**config.mk**
```make
export PLATFORM = sky130hd
export DESIGN_NAME = memory_arbiter
export DESIGN_NICKNAME = d
export VERILOG_FILES = /design/src/rtl/memory_arbiter.sv
export SDC_FILE = /design/constraint.sdc
export NUM_CORES = 1
export LEC_CHECK = 0
export ABC_CLOCK_PERIOD_IN_PS = 1800
export CORE_AREA = 4 4 102 104
export CTS_BUF_LIST = sky130_fd_sc_hd__clkbuf_16
export CTS_CLUSTER_DIAMETER = 50
export DETAILED_ROUTE_END_ITERATION = 8
export DIE_AREA = 0 0 106 108
export GPL_TIMING_DRIVEN = 0
export PLACE_DENSITY_LB_ADDON = 0.05
export SYNTH_ARGS = -nofsm -noshare
export SYNTH_HDL_FRONTEND = slang
export SYNTH_SLANG_ARGS = --single-unit
export TNS_END_PERCENT = 1
```
**constraint.sdc**
```tcl
create_clock -name CLK -period 1.8 [get_ports CLK]
set_input_delay 0.27 -clock CLK [delete_from_list [all_inputs] [get_ports CLK]]
set_output_delay 0.27 -clock CLK [all_outputs]
set_load 0.005 [all_outputs]
```
**src/rtl/memory_arbiter.sv**
```systemverilog
// Serialises instruction-fetch and data requests onto a single RAM port.
// Data has priority; a starvation counter forces an instruction grant after STARVE_MAX data grants.
module memory_arbiter #(
    parameter int STARVE_MAX = 4
) (
    input  logic        CLK,
    input  logic        nRST,
    input  logic        iREN,
    input  logic [31:0] iaddr,
    input  logic        dREN,
    input  logic        dWEN,
    input  logic [31:0] daddr,
    input  logic [31:0] dstore,
    output logic        iwait,
    output logic        dwait,
    output logic [31:0] iload,
    output logic [31:0] dload,
    output logic        ramREN,
    output logic        ramWEN,
    output logic [31:0] ramaddr,
    output logic [31:0] ramstore,
    input  logic [31:0] ramload,
    input  logic [1:0]  ramstate,
    output logic [1:0]  dbg_state
);

    typedef enum logic [1:0] {
        IDLE   = 2'd0,
        IGRANT = 2'd1,
        DGRANT = 2'd2
    } state_t;

    localparam logic [1:0] RAM_ACCESS = 2'd2;
    localparam logic [3:0] STARVE_LIM = 4'(STARVE_MAX);

    state_t     state_q, state_d;
    logic [3:0] starve_q, starve_d;
    logic       dreq;

    assign dreq      = dREN | dWEN;
    assign dbg_state = state_q;

    always_comb begin
        state_d  = state_q;
        starve_d = iREN ? starve_q : 4'd0;
        iwait    = 1'b1;
        dwait    = 1'b1;
        iload    = 32'd0;
        dload    = 32'd0;
        ramREN   = 1'b0;
        ramWEN   = 1'b0;
        ramaddr  = 32'd0;
        ramstore = 32'd0;

        case (state_q)
            IDLE: begin
                if (dreq && (starve_q < STARVE_LIM)) state_d = DGRANT;
                else if (iREN)                       state_d = IGRANT;
                else if (dreq)                       state_d = DGRANT;
            end
            DGRANT: begin
                // Strobes follow the cache live, so a cancelled request drops them at once.
                ramREN   = dREN;
                ramWEN   = dWEN;
                ramaddr  = daddr;
                ramstore = dstore;
                if (!dreq) begin
                    state_d = IDLE;
                end else if (ramstate == RAM_ACCESS) begin
                    dwait   = 1'b0;
                    dload   = ramload;
                    state_d = IDLE;
                    if (iREN && starve_q != 4'd15) starve_d = starve_q + 4'd1;
                end
            end
            IGRANT: begin
                ramREN  = iREN;
                ramaddr = iaddr;
                if (!iREN) begin
                    state_d = IDLE;
                end else if (ramstate == RAM_ACCESS) begin
                    iwait    = 1'b0;
                    iload    = ramload;
                    state_d  = IDLE;
                    starve_d = 4'd0;
                end
            end
            default: state_d = IDLE;
        endcase
    end

    always_ff @(posedge CLK or negedge nRST) begin
        if (!nRST) begin
            state_q  <= IDLE;
            starve_q <= 4'd0;
        end else begin
            state_q  <= state_d;
            starve_q <= starve_d;
        end
    end

endmodule

```
==> results by group, run 1 <==
Finish
  • Commonest non-fill, non-tap cells in the layout: 131 x clkdlybuf4s50_1, 66 x buf_2, 47 x and2_1, 36 x clkbuf_2, 34 x buf_6
  • # nets final: 698
  • Ratio of cells with drive above 1 in the final layout: 48.20%
  • Commonest non-fill, non-tap cell in the layout: clkdlybuf4s50_1
  • Finished Layout Cells: 689
  • Layout area overhead: 200.5%
  • # fillers: 938
  • Ant diodes: 0

Global route
  • Antenna violations before repair: 0
  • Vias in the first global route: 3025
  • Largest net degree at the start of global routing: 11
  • Congestion Overflow GR: 0
  • First-pass GRT wire length: 17.83 mm
  • GRT Total Usage: 19.70%

Route
  • Drt drc: 0
  • Routed wire length: 12.09 mm
  • WL/cell: 17.55 um
  • Pre-antenna DRT Iters: 5
  • Antenna Nets Post-Route: 0
  • Initial DRC count: 108
  • Mean number of vias per cell: 4.363
  • Vias: 3006

Die
  • Die Height: 108 um
  • Die X: 106 um
  • CORE AREA: 9549 um2
  • Die area: 11450 um2
  • # IOs: 269
  • Initial Util: 17.69%
  • Std cell rows: 36

Synth
  • Synth warn: 0
  • Syn_area_per_cell: 6.730 um2
  • Synth async-reset ratio: 100.0%
  • Post-Synth Adder-Cell Area: 3.704%
  • Netlist cell types: 33
  • Post-Synth XOR/XNOR Area: 0%
  • #FFs+latches synth: 6
  • Compound-Gate Fraction of Synth Area: 21.26%
  • Syn Nets: 391
  • Register area share after synthesis: 8.889%
  • Mapped Cells: 251
  • Multiplexer area fraction after synthesis: 0.5926%
  • Ys flop type: dfrtp_1
  • Post-synth EDFFs: 0
  • Largest family of logic cells by synthesized area: simple AND/OR/NAND/NOR gates
  • Simple logic cell fraction of the synthesized area: 55.85%
  • Post-Syn Area: 1689 um2

Run
  • MaxCap Viol Count: 0

Worst setup path
  • Setup crit end kind: output pin
  • Cell repeated most along the worst path: buf_8
  • CP startpoint kind: register
  • Slowest cell on crit path: dfrtp_1
  • Crit Path Class: reg -> out
  • Worst path bufs/invs: 6
  • FF-to-FF End: starve_q[3]
  • R2r worst-path depth: 10
  • Crit path DAT: 1670 ps
  • Required @ worst endpoint: 1530 ps
  • Largest fanout on the critical path: 7
  • Top cell family by delay on the critical path: buffers and inverters
  • Reg2reg setup slack: 70 ps
  • Reg-to-reg startpoint: dbg_state[0]
  • Critical Path Max Stage Delay: 420 ps
  • Crit-path cells: inv_2, buf_6, ha_4, buf_8, buf_8, buf_8, and3_4, buf_6

STA
  • Crit share post-route: 107.7%
  • Max Freq: 515.9 MHz
  • Unrepaired setup endpoints after global routing: true
  • Final TNS setup: -7537 ps
  • Pins Over Slew Limit: 0
  • Final setup fails: 112
  • Setup WS post-layout: -138.4 ps
  • Fin. Hold Viols: 0
  • Minimum clock period: 1938 ps
  • Clk_skew: 2.714 ps
  • Worst-Margin Slew: 498.8 ps
  • Slew headroom: 66.40%

Clocking
  • Clock Path Buffers: 2
  • H-tree level count: 1
  • CTS tree: built
  • Hold Buf Count CTS: 0
  • Reg clk slew, reported paths: 40 ps
  • CTS sink cnt: 6
  • Clock root cell: clkbuf_16
  • Total CTS buffers: 3
  • Skew-Pair Late Insertion Delay: 230 ps

Placement
  • Placed cell count: 651
  • PortBufs: 267
  • Dpl hpwl: 9.466 mm
  • Final GP Congestion: 0.7612

Hold path
  • Worst hold path class: in -> async

Pwr
  • Max VDD drop: 0.6227 mV
  • Static leakage: 2.438 nW
  • Pwr dens: 851.9 nW/um2

Outcome
  • Status: complete, but fails checks
  • Failing checks: setup timing
what timing repair did:
item,4_1_cts,5_1_grt
buffers inserted,28,3
setup endpoints to repair,132,134
pin swaps,30,12
cloned,10,0
gates resized for setup,571,126
cell type report:
cell class | instances | area, um2 | share of cell area (%)
clock buffer | 3 | 75.07 | 1.479
tap | 133 | 166.4 | 3.278
multi-input combinational | 212 | 1694 | 33.37
sequential | 6 | 150.1 | 2.958
buffer | 23 | 366.6 | 7.222
timing repair buffer | 305 | 2597 | 51.17
inverter | 7 | 26.28 | 0.5176
cells by family after synthesis:
group / after synthesis
mux: 1
simple gates: 155
buf+inv: 34
flops: 6
fa+ha+maj: 5
compound gates: 50
per-layer routing:
layer	part of all wire [%]	GRT usage [%]
met1	38	21.70
met2	54	38.48
met3	6.2	4.537
met4	2.3	3.978
met5	0	0
synthesized netlist by cell type, types with 2 or more instances:
| master | number | share of area, % |
|---|---|---|
| and2_1 | 66 | 24 |
| a22oi_1 | 33 | 15 |
| nor2b_1 | 33 | 12 |
| and3_1 | 32 | 12 |
| clkbuf_1 | 20 | 4.4 |
| nand2_1 | 8 | 1.8 |
| inv_1 | 7 | 1.6 |
| dfrtp_1 | 6 | 8.9 |
| nor2_1 | 6 | 1.3 |
| ha_1 | 5 | 3.7 |
| a21oi_1 | 4 | 1.2 |
| o21ai_0 | 4 | 1.2 |
| buf_2 | 3 | 0.89 |
| buf_6 | 2 | 1.3 |
| nand3_1 | 2 | 0.59 |
| nor3_1 | 2 | 0.59 |
| o32ai_1 | 2 | 1.0 |
flip-flops by register name, indices dropped and copies added, names as in the netlist:
| name | cells |
|---|---|
| dbg_state | 2 |
| starve_q | 4 |
per-stage QoR:
step / cell area (um2) / total power, mW / setup WS (ps) / utilization, % / hold WS (ps)
after detailed placement: 4528 / 3.152 / -844.8 / 47.42 / 551.5
after global routing: 5076 / 4.637 / -204.7 / 53.16 / 328.4
after floorplan: 1689 / 1.431 / 95.81 / - / -25.59
after CTS: 5020 / 4.151 / -260.6 / 52.57 / 318.3
after global placement: 4528 / 3.145 / -832.4 / 47.42 / 550.9
final: 5076 / 4.325 / -138.4 / 53.16 / 301.2
power breakdown:
part	total, mW	internal (mW)	leakage (nW)	switching (mW)
sequential	0.172	0.153	0.0814	0.0189
combinational	3.79	2.26	2.32	1.53
clock	0.363	0.285	0.0370	0.0775
total	4.32	2.69	2.44	1.63
worst max path at each step:
stage            startpoint         to  slack (ps)  depth (start not counted)
2_1_floorplan  dbg_state[1]  iload[22]         100                          7
3_3_place_gp   dbg_state[1]   iload[3]        -830                          8
3_5_place_dp   dbg_state[1]   iload[3]        -840                          8
4_1_cts        dbg_state[1]  dload[22]        -260                          8
5_1_grt        dbg_state[0]  dload[30]        -200                          8
6_report       dbg_state[0]  dload[30]        -140                          8
(Power assumes the default switching activity.)
==> inputs of run 2 (changes only) <==
--- a/config.mk
+++ b/config.mk
@@ -9,6 +9,7 @@
 export CORE_AREA = 4 4 102 104
 export CTS_BUF_LIST = sky130_fd_sc_hd__clkbuf_16
 export CTS_CLUSTER_DIAMETER = 50
+export CTS_CLUSTER_SIZE = 12
 export DETAILED_ROUTE_END_ITERATION = 8
 export DIE_AREA = 0 0 106 108
 export GPL_TIMING_DRIVEN = 0
==> results of run 2 <==
Same layout as run 1: the final DEF is identical, and so are final timing and power.
